--- src/rtl/pixel_combinator_if.sv ---
// pixel_combinator_if: queue-side poll/pop bus and video-side valid/ready pixel stream
interface pixel_combinator_if #(
  parameter int NUM_QUEUES = 4,
  parameter int DATA_WIDTH = 10,
  parameter int RGB_SIZE = 24
);
  logic [DATA_WIDTH-1:0] xpixel_check;
  logic [DATA_WIDTH-1:0] ypixel_check;
  logic [NUM_QUEUES-1:0] match_i;
  logic [NUM_QUEUES*RGB_SIZE-1:0] colour_i;
  logic [NUM_QUEUES-1:0] pop_o;
  logic [RGB_SIZE-1:0] out_data;
  logic out_valid;
  logic out_ready;
  logic out_sof;
  logic out_eol;
  modport master (
    output xpixel_check, ypixel_check, pop_o, out_data, out_valid, out_sof, out_eol,
    input match_i, colour_i, out_ready
  );
  modport slave (
    input xpixel_check, ypixel_check, pop_o, out_data, out_valid, out_sof, out_eol,
    output match_i, colour_i, out_ready
  );
endinterface

--- src/rtl/pixel_combinator.sv ---
// pixel_combinator: raster-order gatherer popping matching queue heads, fill pixel on stall
module pixel_combinator #(
  parameter int NUM_QUEUES = 4,
  parameter int DATA_WIDTH = 10,
  parameter int RGB_SIZE = 24,
  parameter int X_SIZE = 640,
  parameter int Y_SIZE = 480,
  parameter int STALL_LIMIT = 1023,
  parameter logic [RGB_SIZE-1:0] FILL_COLOUR = '0
) (
  input logic clk,
  input logic reset,
  pixel_combinator_if.master bus,
  output logic skip_o,
  output logic stall_err
);
  localparam int CW = $clog2(STALL_LIMIT + 1);
  localparam logic [CW-1:0] STALL_LAST = CW'(STALL_LIMIT - 1);
  localparam logic [DATA_WIDTH-1:0] X_LAST = DATA_WIDTH'(X_SIZE - 1);
  localparam logic [DATA_WIDTH-1:0] Y_LAST = DATA_WIDTH'(Y_SIZE - 1);
  typedef enum logic {SEEK, OUT} state_t;
  state_t state;
  logic [DATA_WIDTH-1:0] x, y;
  logic [CW-1:0] stall_cnt;
  logic [NUM_QUEUES-1:0] sel;
  logic [RGB_SIZE-1:0] sel_colour;
  logic load, hit, timeout, x_last;
  assign load = (state == SEEK) || bus.out_ready;
  assign hit = |bus.match_i;
  assign timeout = !hit && stall_cnt == STALL_LAST;
  // lowest set bit wins when a coordinate was queued twice
  assign sel = bus.match_i & (~bus.match_i + NUM_QUEUES'(1));
  assign x_last = x == X_LAST;
  always_comb begin
    sel_colour = '0;
    for (int k = 0; k < NUM_QUEUES; k++)
      sel_colour = sel_colour | ({RGB_SIZE{sel[k]}} & bus.colour_i[k*RGB_SIZE +: RGB_SIZE]);
  end
  assign bus.pop_o = load ? sel : '0;
  assign bus.out_valid = state == OUT;
  assign bus.xpixel_check = x;
  assign bus.ypixel_check = y;
  always_ff @(posedge clk) begin
    if (reset) begin
      state <= SEEK;
      x <= '0;
      y <= '0;
      stall_cnt <= '0;
      bus.out_data <= '0;
      bus.out_sof <= 1'b0;
      bus.out_eol <= 1'b0;
      skip_o <= 1'b0;
      stall_err <= 1'b0;
    end else begin
      skip_o <= 1'b0;
      if (load && (hit || timeout)) begin
        bus.out_data <= hit ? sel_colour : FILL_COLOUR;
        bus.out_sof <= x == '0 && y == '0;
        bus.out_eol <= x_last;
        x <= x_last ? '0 : x + DATA_WIDTH'(1);
        y <= x_last ? (y == Y_LAST ? '0 : y + DATA_WIDTH'(1)) : y;
        stall_cnt <= '0;
        state <= OUT;
        skip_o <= !hit;
        stall_err <= stall_err | !hit;
      end else if (load) begin
        stall_cnt <= stall_cnt + CW'(1);
        state <= SEEK;
      end
    end
  end
endmodule

--- src/flat_wrapper.sv ---
// flat-port wrapper written by rule: the top's interface ports become plain ports
module pixel_combinator_flat 
#(
  parameter int NUM_QUEUES = 4,
  parameter int DATA_WIDTH = 10,
  parameter int RGB_SIZE = 24,
  parameter int X_SIZE = 640,
  parameter int Y_SIZE = 480,
  parameter int STALL_LIMIT = 1023,
  parameter logic [RGB_SIZE-1:0] FILL_COLOUR = '0
)
  (clk, reset, skip_o, stall_err, bus_xpixel_check, bus_ypixel_check, bus_pop_o, bus_out_data, bus_out_valid, bus_out_sof, bus_out_eol, bus_match_i, bus_colour_i, bus_out_ready);
  pixel_combinator_if #(.NUM_QUEUES(NUM_QUEUES), .DATA_WIDTH(DATA_WIDTH), .RGB_SIZE(RGB_SIZE)) bus_i ();
  input logic clk;
  input logic reset;
  output logic skip_o;
  output logic stall_err;
  output wire logic [$bits(bus_i.xpixel_check)-1:0] bus_xpixel_check;
  output wire logic [$bits(bus_i.ypixel_check)-1:0] bus_ypixel_check;
  output wire logic [$bits(bus_i.pop_o)-1:0] bus_pop_o;
  output wire logic [$bits(bus_i.out_data)-1:0] bus_out_data;
  output wire logic [$bits(bus_i.out_valid)-1:0] bus_out_valid;
  output wire logic [$bits(bus_i.out_sof)-1:0] bus_out_sof;
  output wire logic [$bits(bus_i.out_eol)-1:0] bus_out_eol;
  input wire logic [$bits(bus_i.match_i)-1:0] bus_match_i;
  input wire logic [$bits(bus_i.colour_i)-1:0] bus_colour_i;
  input wire logic [$bits(bus_i.out_ready)-1:0] bus_out_ready;
  assign bus_xpixel_check = bus_i.xpixel_check;
  assign bus_ypixel_check = bus_i.ypixel_check;
  assign bus_pop_o = bus_i.pop_o;
  assign bus_out_data = bus_i.out_data;
  assign bus_out_valid = bus_i.out_valid;
  assign bus_out_sof = bus_i.out_sof;
  assign bus_out_eol = bus_i.out_eol;
  assign bus_i.match_i = bus_match_i;
  assign bus_i.colour_i = bus_colour_i;
  assign bus_i.out_ready = bus_out_ready;
  pixel_combinator #(.NUM_QUEUES(NUM_QUEUES), .DATA_WIDTH(DATA_WIDTH), .RGB_SIZE(RGB_SIZE), .X_SIZE(X_SIZE), .Y_SIZE(Y_SIZE), .STALL_LIMIT(STALL_LIMIT), .FILL_COLOUR(FILL_COLOUR)) u_core (.clk(clk), .reset(reset), .bus(bus_i), .skip_o(skip_o), .stall_err(stall_err));
endmodule
--- config.mk ---
export PLATFORM = sky130hd
export DESIGN_NAME = pixel_combinator_flat
export DESIGN_NICKNAME = d
export VERILOG_FILES = /design/src/rtl/pixel_combinator_if.sv /design/src/rtl/pixel_combinator.sv /design/src/flat_wrapper.sv
export SDC_FILE = /design/constraint.sdc
export NUM_CORES = 1
export LEC_CHECK = 0
export CORE_MARGIN = 2
export CORE_UTILIZATION = 25
export CTS_CLUSTER_DIAMETER = 40
export CTS_CLUSTER_SIZE = 30
export DETAILED_ROUTE_END_ITERATION = 8
export PLACE_DENSITY = 0.66
export SETUP_SLACK_MARGIN = 0.4
export SLEW_MARGIN = 20
export SYNTH_ARGS = -nofsm -noshare
export SYNTH_HDL_FRONTEND = slang
export SYNTH_SLANG_ARGS = --single-unit
--- constraint.sdc ---
create_clock -name clk -period 2.21 [get_ports clk]
set_input_delay 0.442 -clock clk [delete_from_list [all_inputs] [get_ports clk]]
set_output_delay 0.442 -clock clk [all_outputs]
set_load 0.03 [all_outputs]
==> flow_summary.yaml, run 1 <==
outcome:
  outcome: "finished, final reports clean"
min_path:
  hold_class: "flop to flop"
critical_path:
  crit_family: "simple AND/OR/NAND/NOR gates"
  path_max_fanout: 6
  cpMaxStageDelayCell: "or4_4"
  critPathBufInv: 2
  cp.arrival_ns: 2.15
  regToRegSetupSlack_ns: 0.32
  required_ns: 2.47
  end_kind: "flop"
  critPathLaunchType: "flop"
  cp_cell_sequence: "inv_2 > ha_4 > and4_1 > and4_4 > buf_6 > o21ai_4 > or4_4 > a21oi_2"
  cpPeakStageDelay_ns: 0.53
  critPathKind: "flop to flop"
final_layout:
  final_nets: 647
  drive_gt1_share_pct: 25.8
  final_area_sq_um: 5910
  regArea_sq_um: 1190
  final_core_util_pct: 49.0
  multi_input_area_sq_um: 2070
  synthToLayoutAreaGrowth_pct: 91.0
  nFillCells: 1107
synth:
  synth_seq_cells: 59
  seq_area_frac_synth_pct: 38.2
  synthFlopType: "dfxtp_1"
  synth_area_sq_um: 3090
  yosys.area.top_type: "dfxtp_1"
  yosysWarnings: 0
  synth_top_area_share_pct: 38.2
  synth.most_common_cell: "dfxtp_1"
  ys_top_cells_by_area: "dfxtp_1, a221oi_1, o2bb2ai_1, a22oi_1, nor2_1"
  synth_cells: 350
  synth_edf_count: 0
  syn_nets: 459
  async_reset_ff_share_pct: 0
  synth_area_per_cell_sq_um: 8.84
  synthTopCellsByCount: "dfxtp_1, nor2_1, a221oi_1, a22oi_1, o2bb2ai_1"
  yosysUniqueCellTypes: 45
sta:
  setup_viol: 0
  holdWs_ns: 0.457
  final.period_utilization_pct: 85.3
  rsz0062_at_grt: "true"
  relSlewSlack_pct: 51.5
  tightest_slew_ns: 0.727
  fmax_ghz: 0.530
  period_minus_slack_ns: 1.89
  slew_violations: 0
  finalClockSkew_ns: 0.00625
  hold_violations: 0
clock_network:
  cts_max_path_buffers: 2
  clkSlewWorstSetupHoldPaths_ns: 0.06
  clock_latency_ns: 0.33
  cts.sinks: 59
  root_buffer: "clkbuf_16"
  h-tree-depth: 3
  cts_made_buffers: 9
  cts_tree: "yes"
floorplan:
  die-area_sq_um: 13300
  placementRows: 40
  die_h_um: 115
  die_w_um: 115
  ios: 156
  coreArea_sq_um: 12100
  start_util_pct: 25.6
routing:
  vias: 3553
  vias_per_cell: 4.99
  ant_nets: 0
  drtIter0Drc: 213
  drc: 0
  detail_route.first_pass.iterations: 4
  wl_um: 11700
  drt-wirelength-per-cell_um: 16.4
power:
  p_leak_nw: 2.54
  peakVddDrop_mv: 0.364
  power_density_nw_per_um2: 588
placed_design:
  gp_congestion: 0.856
  dp_hpwl_um: 8170
  post_dp_cell_area_sq_um: 4960
  io_buffers: 155
global_routing:
  grt_max_degree: 49
  grt_pass1_wl_um: 17800
  grt_pass1_vias: 3566
  antenna_found_initial: 1
  grt_util_all_layers_pct: 17.2
  grt_overflow_total: 0
job:
  maxCapViolations: 0
==> routing by layer <==
| layer | vias to the layer above | global-route usage (%) | wire (um) |
|---|---|---|---|
| met3 | 13 | 6.48 | 905 |
| met1 | 1673 | 19.0 | 4600 |
| met4 | 0 | 5.30 | 164 |
| li1 | 1725 | - | - |
| met5 | - | 0 | 0 |
| met2 | 142 | 30.7 | 6020 |
==> path summary, 6_finish.rpt <==
| path | to | cells past startpoint | startpoint |
|---|---|---|---|
| min reg2reg | u_core.bus.out_sof | 2 | u_core.bus.out_sof |
| max | u_core.bus.ypixel_check[7] | 8 | u_core.stall_cnt[0] |
| max reg2reg | u_core.bus.ypixel_check[7] | 8 | u_core.stall_cnt[0] |
| min | u_core.bus.out_sof | 2 | u_core.bus.out_sof |
==> state kept, by name, summed over array words and instances, names as in the netlist <==
name and flops:
u_core.bus.out_eol 1, u_core.stall_err 1, u_core.bus.out_valid 1, u_core.skip_o 1, u_core.bus.ypixel_check 10, u_core.bus.out_sof 1
u_core.stall_cnt 10, u_core.bus.xpixel_check 10, u_core.bus.out_data 24
==> what timing repair did <==
item	CTS	global route
cloned	3	1
pin swaps	16	22
gates resized for setup	62	73
endpoints found under the setup margin	79	69
buffers inserted	13	6
hold buffers	0	0
==> cells by family after synthesis <==
group	after synthesis	share of synthesized area [%]
DFF	59	38.2
and+or+nand+nor	126	22.9
AOI/OAI and AO/OA	111	26.8
buffers and inverters	33	5.42
adders and majority gates	6	2.43
xor gates and xnor gates	15	4.25
==> where the power goes <==
| group | total [mW] | switching, mW | leakage (nW) | internal (mW) |
|---|---|---|---|---|
| Sequential | 1.15 | 0.0375 | 0.484 | 1.11 |
| Combinational | 0.700 | 0.326 | 1.89 | 0.375 |
| Clock | 1.62 | 0.496 | 0.170 | 1.13 |
| Total | 3.47 | 0.860 | 2.54 | 2.61 |
==> worst reg2reg max path, cell delays in order, from the launching register on <==
cell	delay, ns
dfxtp_2	0.33
inv_2	0.07
ha_4	0.11
and4_1	0.18
and4_4	0.27
buf_6	0.12
o21ai_4	0.09
or4_4	0.53
a21oi_2	0.13
==> per-stage QoR <==
stage | power [mW] | setup WS [ns] | setup TNS (ns) | cells
6_report | 3.47 | 0.325 | 0 | 712
3_3_place_gp | 1.79 | -0.0613 | -0.662 | 672
5_1_grt | 3.60 | 0.269 | 0 | 712
2_1_floorplan | 1.44 | 0.348 | 0 | 350
3_5_place_dp | 1.80 | -0.117 | -1.71 | 672
4_1_cts | 3.46 | 0.257 | 0 | 704
==> layout by cell type (no fill, tap or decap), types with 3 or more instances in the layout <==
master | netlist | final
clkdlybuf4s50_1 | 0 | 101
dfxtp_1 | 59 | 51
nor2_1 | 47 | 47
buf_4 | 2 | 28
dlygate4sd2_1 | 0 | 26
a22oi_1 | 24 | 24
a221oi_1 | 24 | 24
o2bb2ai_2 | 0 | 23
dlymetal6s2s_1 | 0 | 21
buf_6 | 4 | 18
nand2_1 | 16 | 16
xor2_1 | 12 | 12
clkbuf_16 | 0 | 10
o21ai_0 | 9 | 9
nand3_1 | 8 | 8
a21oi_2 | 0 | 8
a21oi_1 | 16 | 8
dfxtp_2 | 0 | 8
inv_1 | 7 | 6
nand4_1 | 5 | 5
nor4_1 | 6 | 5
and4_4 | 4 | 4
or4_4 | 0 | 4
a31oi_1 | 5 | 4
or3_1 | 5 | 4
ha_1 | 6 | 4
and2_1 | 5 | 3
nor2_4 | 3 | 3
nor2b_1 | 4 | 3
o211ai_1 | 3 | 3
xnor2_1 | 3 | 3
bufinv_16 | 0 | 3
buf_12 | 0 | 3
==> area by class of cell <==
class	instances	share of cell area (%)
clock buffer	11	4.11
inverter	7	0.445
tap	168	3.56
sequential	59	20.2
antenna	1	0.0424
multi-input combinational	259	35.0
clock inverter	5	1.69
timing repair buffer	202	34.9
Note: power is estimated with default switching activity, not from simulation.
==> run 2, diff against run 1 <==
CORE_MARGIN = 3   (was 2)
==> flow_summary.yaml, run 2 (synthesis gave the netlist of run 1 again) <==
global_routing:
  grt_overflow_total: 0
  grt_pass1_wl_um: 18200
  grt_max_degree: 39
  grt_util_all_layers_pct: 17.1
  antenna_found_initial: 0
  grt_pass1_vias: 3564
clock_network:
  cts_tree: "yes"
  cts.sinks: 59
  cts_max_path_buffers: 2
  clkSlewWorstSetupHoldPaths_ns: 0.05
  cts_made_buffers: 9
  cts-hold-fix-buffers: 0
  root_buffer: "clkbuf_16"
  h-tree-depth: 3
  clock_latency_ns: 0.33
critical_path:
  path_max_fanout: 6
  cp_cell_sequence: "inv_2 > ha_4 > and4_4 > and4_4 > buf_6 > or2_4 > nor2_4 > buf_12 > buf_16 > o2bb2ai_2"
  required_ns: 2.47
  cp.arrival_ns: 2.16
  crit_start: "u_core.stall_cnt[0]"
  r2r-start: "u_core.stall_cnt[0]"
  end_kind: "flop"
  critPathLaunchType: "flop"
  cpPeakStageDelay_ns: 0.33
  cpMaxStageDelayCell: "dfxtp_2"
  path_common_cell: "and4_4"
  critPathKind: "flop to flop"
final_layout:
  final_core_util_pct: 49.5
  layout_common_cells: "clkdlybuf4s50_1, dfxtp_1, nor2_1"
  top_register: "u_core.bus.out_data"
  final_area_sq_um: 5820
  final_common_cell: "clkdlybuf4s50_1"
  synthToLayoutAreaGrowth_pct: 88.2
  largest_reg_flops: 24
  drive_gt1_share_pct: 24.1
  num_antenna_cells: 0
  finalNonFillerCells: 707
  final_nets: 647
min_path:
  hold_class: "flop to flop"
  hold_path.startpoint: "u_core.bus.out_sof"
routing:
  vias_per_cell: 5.12
  drtIter0Drc: 248
  wl_um: 12200
  ant_nets: 0
  drc: 0
  detail_route.first_pass.iterations: 4
  vias: 3622
  drt-wirelength-per-cell_um: 17.3
job:
  maxCapViolations: 0
floorplan:
  placementRows: 39
  start_util_pct: 26.3
  die-area_sq_um: 13700
  coreArea_sq_um: 11800
  die_w_um: 117
  die_h_um: 117
  ios: 156
sta:
  hold_violations: 0
  relSlewSlack_pct: 50.6
  rsz0062_at_grt: "true"
  final.period_utilization_pct: 86.3
  slew_violations: 0
  layout_setup_ws_ns: 0.303
  period_minus_slack_ns: 1.91
  tightest_slew_ns: 0.741
  fmax_ghz: 0.524
  finalClockSkew_ns: 0.0159
  setup_viol: 0
placed_design:
  dp_slack_ns: -0.281
  io_buffers: 155
  dp.cells: 665
  gp_congestion: 0.757
  post_dp_cell_area_sq_um: 4930
  dp_hpwl_um: 8430
power:
  p_leak_nw: 2.47
  peakVddDrop_mv: 0.317
  power_density_nw_per_um2: 578
outcome:
  outcome: "finished, final reports clean"
## run 2: changes by cell type in the layout (fill, tap and decap cells not counted), sizes merged
cell / delta
clkdlybuf4s50: -2
clkinvlp: +2
dlygate4sd2: +2
bufinv: -1
diode: -1
dlymetal6s2s: -1
## run 2: worst max-delay path, delay by kind of cell, from the launching register on
kind / cells / cell delay, ns
compound gates: 1 / 0.09
flops: 1 / 0.33
buf+inv: 4 / 0.45
simple gates: 4 / 0.82
fa+ha+maj: 1 / 0.14
## run 2: per-layer routing
layer  GRT usage [%]  wire length, um  share of wire, %  vias up
li1                -                -                 -     1715
met1            20.1             4920                40     1718
met2            29.3             6120                50      163
met3            5.76              917               7.5       26
met4            5.58              248               2.0        0
met5               0                0                 0        -
## run 2: report_power, final
part / total [mW] / switching (mW) / internal [mW] / leakage (nW)
sequential: 1.15 / 0.0357 / 1.11 / 0.486
combinational: 0.689 / 0.323 / 0.366 / 1.83
clock: 1.53 / 0.510 / 1.02 / 0.155
## run 2: final timing paths
check                                  to  cells past startpoint  slack (ns)
hold / removal         u_core.bus.out_sof                      2        0.45
setup / recovery  u_core.bus.out_data[14]                     10        0.30
setup reg to reg  u_core.bus.out_data[14]                     10        0.30
hold reg to reg        u_core.bus.out_sof                      2        0.45
## run 2: repair_timing
item                       in CTS  in global routing
cloned                          3                  0
gates resized for setup        77                 48
pin swaps                      24                 22
setup endpoints to repair      88                 79
setup buffers                  13                 10
## run 2: per-stage QoR
step	total power [mW]	hold WS (ns)	TNS (ns)
detailed placement	1.80	0.445	-6.39
global route	3.51	0.482	0
finish	3.36	0.450	0
CTS	3.39	0.453	0
global placement	1.79	0.442	-5.04
floorplan	1.44	0.472	0
## run 2: area by class of cell
cell class / count / area, sq um
timing repair buffer: 202 / 2050
fill: 1097 / 5940
sequential: 59 / 1200
tap: 164 / 205
clock buffer: 10 / 239
clock inverter: 6 / 88.8
inverter: 7 / 26.3
multi-input combinational: 259 / 2020
